==> config.mk <==
export PLATFORM = sky130hd
export DESIGN_NAME = lsu_handshake
export DESIGN_NICKNAME = d
export VERILOG_FILES = /design/src/rtl/lsu_pkg.sv /design/src/rtl/lsu_lane_align.sv /design/src/rtl/lsu_handshake.sv
export SDC_FILE = /design/constraint.sdc
export NUM_CORES = 1
export LEC_CHECK = 0
export ABC_AREA = 1
export BUFFER_PORTS_ARGS = -buffer_cell sky130_fd_sc_hd__buf_4
export CORE_MARGIN = 3
export CORE_UTILIZATION = 27
export DETAILED_ROUTE_END_ITERATION = 7
export HOLD_SLACK_MARGIN = 0.02
export PLACE_DENSITY = 0.51
export SYNTH_ARGS = -nofsm -noshare
export SYNTH_HDL_FRONTEND = slang
export SYNTH_SLANG_ARGS = --single-unit
==> constraint.sdc <==
create_clock -name clk -period 2 [get_ports clk]
set_input_delay 0.4 -clock clk [delete_from_list [all_inputs] [get_ports clk]]
set_output_delay 0.4 -clock clk [all_outputs]
set_load 0.005 [all_outputs]
==> src/rtl/lsu_pkg.sv <==
// Shared types and helpers for the load/store unit: FSM states, access sizes,
// strobe constant and the misalignment rule.
package lsu_pkg;

  typedef enum logic [1:0] {IDLE, ISSUE, WAIT, RESP} lsu_state_e;

  typedef enum logic [1:0] {SZ_B = 2'd0, SZ_H = 2'd1, SZ_W = 2'd2} lsu_size_e;

  localparam logic [3:0] STRB_ALL = 4'b1111;

  // Size 3 is reserved and behaves as a word access.
  function automatic logic is_misaligned(input logic [1:0] size, input logic [1:0] addr_lo);
    logic mis;
    if (size == SZ_B) begin
      mis = 1'b0;
    end else if (size == SZ_H) begin
      mis = addr_lo[0];
    end else begin
      mis = |addr_lo;
    end
    return mis;
  endfunction

endpackage

==> src/rtl/lsu_lane_align.sv <==
// Combinational byte-lane steering: store data replication and strobes, load
// lane extraction with sign/zero extension.
module lsu_lane_align
  import lsu_pkg::*;
(
  input  logic        we_i,
  input  logic [1:0]  size_i,
  input  logic        uns_i,
  input  logic [1:0]  addr_lo_i,
  input  logic [31:0] wdata_i,
  input  logic [31:0] rdata_i,
  output logic [31:0] wdata_o,
  output logic [3:0]  wstrb_o,
  output logic [31:0] rdata_o
);

  logic [31:0] byte_sh;
  logic [31:0] half_sh;

  assign byte_sh = rdata_i >> {addr_lo_i, 3'b000};
  assign half_sh = rdata_i >> {addr_lo_i[1], 4'b0000};

  always_comb begin
    wdata_o = wdata_i;
    wstrb_o = STRB_ALL;
    rdata_o = rdata_i;
    if (size_i == SZ_B) begin
      wdata_o = {4{wdata_i[7:0]}};
      wstrb_o = 4'b0001 << addr_lo_i;
      rdata_o = {{24{~uns_i & byte_sh[7]}}, byte_sh[7:0]};
    end else if (size_i == SZ_H) begin
      wdata_o = {2{wdata_i[15:0]}};
      wstrb_o = addr_lo_i[1] ? 4'b1100 : 4'b0011;
      rdata_o = {{16{~uns_i & half_sh[15]}}, half_sh[15:0]};
    end
    // Loads never write a lane.
    if (!we_i) begin
      wstrb_o = 4'b0000;
    end
  end

endmodule

==> src/rtl/lsu_handshake.sv <==
// Multi-cycle load/store unit with valid/ready request, memory and response sides.
// Optional LSU_PERF_CNT_EN adds load/store/stall performance counters.
module lsu_handshake
  import lsu_pkg::*;
#(
  parameter int AW = 32,
  parameter int DW = 32
) (
  input  logic          clk,
  input  logic          rst,
  input  logic          req_valid,
  output logic          req_ready,
  input  logic          req_we,
  input  logic [1:0]    req_size,
  input  logic          req_unsigned,
  input  logic [AW-1:0] req_addr,
  input  logic [DW-1:0] req_wdata,
  output logic          rsp_valid,
  input  logic          rsp_ready,
  output logic [DW-1:0] rsp_rdata,
  output logic          rsp_err,
  output logic          mem_valid,
  input  logic          mem_ready,
  output logic          mem_we,
  output logic [AW-1:0] mem_addr,
  output logic [DW-1:0] mem_wdata,
  output logic [3:0]    mem_wstrb,
  input  logic          mem_rvalid,
  input  logic [DW-1:0] mem_rdata
`ifdef LSU_PERF_CNT_EN
  ,
  output logic [31:0]   perf_loads,
  output logic [31:0]   perf_stores,
  output logic [31:0]   perf_stall
`endif
);

  lsu_state_e    state_q, state_d;
  logic          we_q, we_d;
  logic [1:0]    size_q, size_d;
  logic          uns_q, uns_d;
  logic [AW-1:0] addr_q, addr_d;
  logic [DW-1:0] wdata_q, wdata_d;
  logic [DW-1:0] rdata_q, rdata_d;
  logic          err_q, err_d;
  logic [DW-1:0] ext_rdata;
  logic [DW-1:0] load_data;
  logic          mis;

  lsu_lane_align u_align (
    .we_i      (we_q),
    .size_i    (size_q),
    .uns_i     (uns_q),
    .addr_lo_i (addr_q[1:0]),
    .wdata_i   (wdata_q),
    .rdata_i   (mem_rdata),
    .wdata_o   (mem_wdata),
    .wstrb_o   (mem_wstrb),
    .rdata_o   (ext_rdata)
  );

  assign mis       = is_misaligned(req_size, req_addr[1:0]);
  assign load_data = we_q ? '0 : ext_rdata;

  always_ff @(posedge clk or negedge rst) begin
    if (!rst) begin
      state_q <= IDLE;
      we_q    <= 1'b0;
      size_q  <= 2'b00;
      uns_q   <= 1'b0;
      addr_q  <= '0;
      wdata_q <= '0;
      rdata_q <= '0;
      err_q   <= 1'b0;
    end else begin
      state_q <= state_d;
      we_q    <= we_d;
      size_q  <= size_d;
      uns_q   <= uns_d;
      addr_q  <= addr_d;
      wdata_q <= wdata_d;
      rdata_q <= rdata_d;
      err_q   <= err_d;
    end
  end

  always_comb begin
    state_d = state_q;
    we_d    = we_q;
    size_d  = size_q;
    uns_d   = uns_q;
    addr_d  = addr_q;
    wdata_d = wdata_q;
    rdata_d = rdata_q;
    err_d   = err_q;
    case (state_q)
      IDLE: begin
        if (req_valid) begin
          we_d    = req_we;
          size_d  = req_size;
          uns_d   = req_unsigned;
          addr_d  = req_addr;
          wdata_d = req_wdata;
          rdata_d = '0;
          err_d   = mis;
          state_d = mis ? RESP : ISSUE;
        end
      end
      ISSUE: begin
        // Completion may coincide with acceptance on a zero-wait memory.
        if (mem_ready) begin
          if (mem_rvalid) begin
            rdata_d = load_data;
            state_d = RESP;
          end else begin
            state_d = WAIT;
          end
        end
      end
      WAIT: begin
        if (mem_rvalid) begin
          rdata_d = load_data;
          state_d = RESP;
        end
      end
      RESP: begin
        if (rsp_ready) begin
          state_d = IDLE;
        end
      end
      default: state_d = IDLE;
    endcase
  end

  assign req_ready = (state_q == IDLE);
  assign mem_valid = (state_q == ISSUE);
  assign mem_we    = we_q;
  assign mem_addr  = {addr_q[AW-1:2], 2'b00};
  assign rsp_valid = (state_q == RESP);
  assign rsp_rdata = rdata_q;
  assign rsp_err   = err_q;

`ifdef LSU_PERF_CNT_EN
  logic [31:0] loads_q, stores_q, stall_q;
  logic        done;

  assign done = (state_q == RESP) && rsp_ready && !err_q;

  always_ff @(posedge clk or negedge rst) begin
    if (!rst) begin
      loads_q  <= '0;
      stores_q <= '0;
      stall_q  <= '0;
    end else begin
      if (done && !we_q) loads_q <= loads_q + 32'd1;
      if (done && we_q) stores_q <= stores_q + 32'd1;
      if ((state_q == ISSUE) || (state_q == WAIT)) stall_q <= stall_q + 32'd1;
    end
  end

  assign perf_loads  = loads_q;
  assign perf_stores = stores_q;
  assign perf_stall  = stall_q;
`endif

endmodule

==> flow_summary.json, run 1 <==
{
  "syn_area_um2": 5710,
  "layout_commonest_cell": "nand2_1",
  "finalCriticalPeriod_ps": 1920,
  "clkSinkCount": 103,
  "fin_tns_setup_ps": 0,
  "num_io_pins": 211,
  "finalHoldViolCount": 0,
  "hp-class": "in -> reg",
  "path_max_fanout": 19,
  "h-tree-depth": 3,
  "insertion_delay_ps": 350,
  "synth_area_leaders": "dfrtp_1 45%, nand2_1 24%, buf_4 5.7%",
  "num_antenna_cells": 0,
  "synth_top_area_share_pct": 45.1,
  "crit_start": "size_q[0]",
  "leakage_nw": 4.23,
  "ys_ff_latch": 103,
  "synth_area_leader_cell": "dfrtp_1",
  "skew_ps": 5.69,
  "grt_use_total_pct": 16.3,
  "cts_buffers": 9,
  "synthToLayoutAreaGrowth_pct": 34.1,
  "antenna_left": 0,
  "overflow": 0,
  "postSynthAreaPerCell_um2": 7.39,
  "worstHoldPathCells": 3,
  "path_clk_slew_ps": 80,
  "dr.first_iter.drc_count": 219,
  "worst_setup_path_end_kind": "primary output",
  "finalPower_mw": 11.9,
  "grt_setup_unrepaired": "no",
  "synth_ff_type": "dfrtp_1",
  "layout_common_cells": "360 x nand2_1, 223 x buf_4, 101 x dfrtp_1",
  "clock_path_buffers": 2,
  "slew_viol_final": 0,
  "floorplan.rows": 52,
  "r2r-start": "state_q[1]",
  "portBuffers": 208,
  "cp.arrival_ps": 1520,
  "final_util_pct": 37.4,
  "cap_viol_max_count": 0,
  "first_global_vias": 5427,
  "routed_wirelength_um": 18500,
  "hold_start": "req_addr[20]",
  "cts_tree": "built",
  "final_net_count": 1053,
  "p_per_area_nw_per_um2": 1550,
  "finalSetupViolations": 0,
  "placeableCoreArea_um2": 20500,
  "antenna_found_initial": 0,
  "synth-seq-area-share_pct": 45.1,
  "status": "completed",
  "clock.fmax_mhz": 522,
  "async_flop_share_pct": 100,
  "r2r.worst_path.cells": 7,
  "dieArea_um2": 22900,
  "cp.required_ps": 1600,
  "firstDrtPassIters": 5,
  "synth.distinct_cells": 33,
  "cts-root-buf": "clkbuf_16",
  "grt_pass1_wl_um": 29000,
  "gp_congestion": 0.816,
  "synthCells": 773,
  "wl_per_cell_um": 15.2,
  "yosys_warnings": 0,
  "drive_above_1_share_pct": 29.4,
  "vias_per_cell": 4.40,
  "vias": 5355,
  "vdd_drop_max_mv": 0.732,
  "grt_max_degree": 61,
  "finalCritPeriodShare_pct": 95.8,
  "die_w_um": 151,
  "nFillCells": 2234,
  "start_kind": "flop",
  "die_y_um": 151,
  "start_util_pct": 27.9,
  "synth_edf_count": 0,
  "crit_type": "reg -> out",
  "drc": 0,
  "dp_hpwl_um": 13700
}
final timing paths:
path	end	slack, ps
worst max-delay path	mem_wdata[12]	80
worst min-delay path	addr_q[20]	230
worst max register to register	wdata_q[12]	260
worst min register to register	addr_q[13]	480
max in group asynchronous	rsp_rdata[6]	890
min in group asynchronous	rsp_rdata[3]	540
cells by family after synthesis:
| group | share of synthesized area [%] |
|---|---|
| AOI/OAI and AO/OA | 6.86 |
| adders and majority gates | 1.10 |
| buffers and inverters | 13.1 |
| DFF | 45.1 |
| other | 0.0656 |
| and+or+nand+nor | 33.7 |
registers in the layout, summed over array words and instances, names as in the netlist:
register	flops
addr_q	32
rsp_rdata	32
state_q	2
uns_q	1
mem_we	1
rsp_err	1
size_q	2
wdata_q	32
cell usage after synthesis (2+ instances only):
master      n
nand3_2     5
o21ai_1     8
nor2_4      2
inv_1      38
inv_4       2
nand2_2     5
buf_6       5
nand3_1    42
clkbuf_1    7
nor2_1     50
nand2_1   361
o21ai_0    25
buf_4      43
inv_2       5
clkbuf_8    4
buf_2      16
a21oi_1    25
a211oi_1    2
o211ai_1    8
dfrtp_1   103
ha_1        5
critical path, stage by stage (launching register included):
cell	delay, ps
dfrtp_2	470
nor2_4	130
buf_8	170
nand2_1	100
o21ai_0	120
buf_4	170
metal layers:
metal  GRT usage, %  wire [um]  vias to the layer above
met3           6.01       1940                       18
met1           20.7       7710                     2465
met4           5.39        301                        0
met2           25.6       8550                      181
met5              0          0                        -
li1               -          -                     2691
through the flow:
stage | instances | setup WS, ps | hold slack (ps) | instance area, um2
5_1_grt | 1217 | 13.8 | 230 | 7660
3_3_place_gp | 1197 | 325 | 381 | 7290
2_1_floorplan | 774 | 436 | 104 | 5720
4_1_cts | 1217 | 31.4 | 219 | 7650
3_5_place_dp | 1197 | 279 | 380 | 7290
6_report | 1217 | 83.2 | 235 | 7660
area by class of cell:
| class | instances | area, um2 | area share (%) |
|---|---|---|---|
| multi-input cells | 548 | 2400 | 31.3 |
| flip-flops and latches | 103 | 2580 | 33.7 |
| repair buffers | 233 | 1850 | 24.2 |
| clock buffers | 11 | 243 | 3.17 |
| clock inverters | 5 | 65.1 | 0.849 |
| inverters | 47 | 189 | 2.47 |
| well taps | 270 | 338 | 4.41 |
where the power goes:
group	leakage, nW	internal [mW]	total [mW]	switching [mW]
Combinational	2.77	2.90	6.44	3.54
Clock	0.144	1.02	1.88	0.859
Sequential	1.31	2.98	3.56	0.583
Total	4.23	6.90	11.9	4.98
repair_timing:
action,4_1_cts,5_1_grt
pin swaps,1,0
hold endpoints to repair,29,0
buffers inserted,3,0
endpoints found under the setup margin,4,2
gates resized for setup,3,3
gates cloned,0,0
hold buffers,1,0
Note: power is estimated with default switching activity, not from simulation.
==> run 2: changes to the inputs <==
- CELL_PAD_IN_SITES_DETAIL_PLACEMENT: unset -> 0
- CELL_PAD_IN_SITES_GLOBAL_PLACEMENT: unset -> 1
- PLACE_DENSITY: 0.51 -> 0.67
==> run 2 against run 1 <==
Critical path depth is the same. Global-route usage grew 0.24 points. Clock power shrank 7%. Largest power group unchanged. Flip-flop and latch count is the same. Clock-buffer cell count shrank 2.
==> flow_summary.json, run 2 (synthesized netlist as in run 1, its figures left out) <==
{
  "first_global_vias": 5331,
  "dpl_cell_area_um2": 7270,
  "cap_viol_max_count": 0,
  "vdd_drop_max_mv": 0.507,
  "routed_wirelength_um": 18800,
  "wl_met2_um": 8510,
  "cts_buffers": 9,
  "layout.cells.non_filler": 1213,
  "clock_path_buffers": 2,
  "leakage_nw": 4.20,
  "antenna_left": 0,
  "overflow": 0,
  "crit_type": "reg -> out",
  "layout_commonest_cell": "nand2_1",
  "gp_congestion": 0.809,
  "slew_viol_final": 0,
  "placeableCoreArea_um2": 20500,
  "cp.required_ps": 1600,
  "insertion_delay_ps": 360,
  "grt_max_degree": 62,
  "finalCritPeriodShare_pct": 96.2,
  "path_cells": "nor2_4, buf_8, nand2_1, o21ai_0, buf_4",
  "path_clk_slew_ps": 80,
  "drive_above_1_share_pct": 29.3,
  "floorplan.rows": 52,
  "die_w_um": 151,
  "dp.cells": 1194,
  "wl_per_cell_um": 15.5,
  "cts_tree": "built",
  "p_per_area_nw_per_um2": 1540,
  "max_stage_delay_ps": 450,
  "status": "completed",
  "final_net_count": 1050,
  "cp.arrival_ps": 1520,
  "final_util_pct": 37.2,
  "num_io_pins": 211,
  "dieArea_um2": 22900,
  "place_ws_ps": 269,
  "clkSinkCount": 103,
  "dr.first_iter.drc_count": 310,
  "grt_use_total_pct": 16.5,
  "wl_met3_um": 1710,
  "worst_slack_ps": 76.7,
  "vias_per_cell": 4.35,
  "finalSetupViolations": 0,
  "clock.fmax_mhz": 520,
  "grt_setup_unrepaired": "yes",
  "drc": 0,
  "critPathSlowestCell": "dfrtp_2",
  "nFillCells": 2235,
  "portBuffers": 208,
  "wl_met1_um": 8260,
  "cpLargestDelayFamily": "flip-flops",
  "highest_layer": "met4",
  "crit_buf_inv": 2,
  "dp_hpwl_um": 13900,
  "die_y_um": 151,
  "hp-class": "in -> reg",
  "firstDrtPassIters": 4,
  "vias": 5273,
  "grt_pass1_wl_um": 29200,
  "synthToLayoutAreaGrowth_pct": 33.6,
  "num_antenna_cells": 0,
  "fin_area_um2": 7630,
  "start_kind": "flop",
  "fin_tns_setup_ps": 0,
  "finalCriticalPeriod_ps": 1920,
  "skew_ps": 8.13,
  "cts-root-buf": "clkbuf_16",
  "path_max_fanout": 14,
  "finalPower_mw": 11.8,
  "antenna_found_initial": 0,
  "worst_setup_path_end_kind": "primary output",
  "timing.hold.ws_ps": 230,
  "h-tree-depth": 3,
  "finalHoldViolCount": 0,
  "layout_common_cells": "360 x nand2_1, 220 x buf_4, 101 x dfrtp_1",
  "start_util_pct": 27.9
}
run 2: cell types whose count changed in the layout (fill, tap and decap cells not counted), sizes merged:
cell	previous run	this run
clkbuf	11	9
bufinv	1	0
clkinv	1	3
buf	232	229
inv	48	49
clkinvlp	2	1
run 2: final timing paths:
kind / startpoint / to / slack, ps / cells after the start
max: size_q[0] / mem_wdata[12] / 80 / 5
min: req_wdata[3] / wdata_q[3] / 230 / 3
max reg2reg: state_q[0] / rsp_rdata[3] / 310 / 8
min reg2reg: addr_q[11] / addr_q[11] / 480 / 2
max in group asynchronous: rst / size_q[1] / 1080 / 3
min in group asynchronous: rst / rsp_rdata[3] / 570 / 3
run 2: layout make-up:
class / count / area, um2 / area share (%)
sequential: 103 / 2580 / 33.8
timing repair buffer: 230 / 1840 / 24.1
tap: 270 / 338 / 4.43
inverter: 47 / 194 / 2.54
multi-input combinational: 548 / 2400 / 31.5
clock buffer: 9 / 225 / 2.95
clock inverter: 6 / 53.8 / 0.705
run 2: routing by layer:
layer,track usage [%],vias to the layer above
li1,-,2674
met1,21.2,2412
met2,26.1,167
met3,6.01,20
met4,4.99,0
met5,0,-
run 2: timing repair:
| action | CTS | global route |
|---|---|---|
| hold buffers | 1 | 0 |
| hold endpoints to repair | 2 | 0 |
| endpoints found under the setup margin | 8 | 13 |
| resized for setup | 5 | 9 |
| buffers inserted | 2 | 1 |
| pin swaps | 1 | 2 |
run 2: worst register-to-register path, delay by kind of cell, from the launching register on:
| kind | cells | cell delay [ps] |
|---|---|---|
| buffers and inverters | 3 | 380 |
| adders and majority gates | 1 | 330 |
| DFF | 1 | 420 |
| and+or+nand+nor | 3 | 430 |
| AOI/OAI and AO/OA | 1 | 80 |
run 2: report_power, final:
part,total [mW],internal [mW],switching [mW]
Combinational,6.46,2.90,3.55
Clock,1.74,0.862,0.880
Sequential,3.57,2.98,0.596
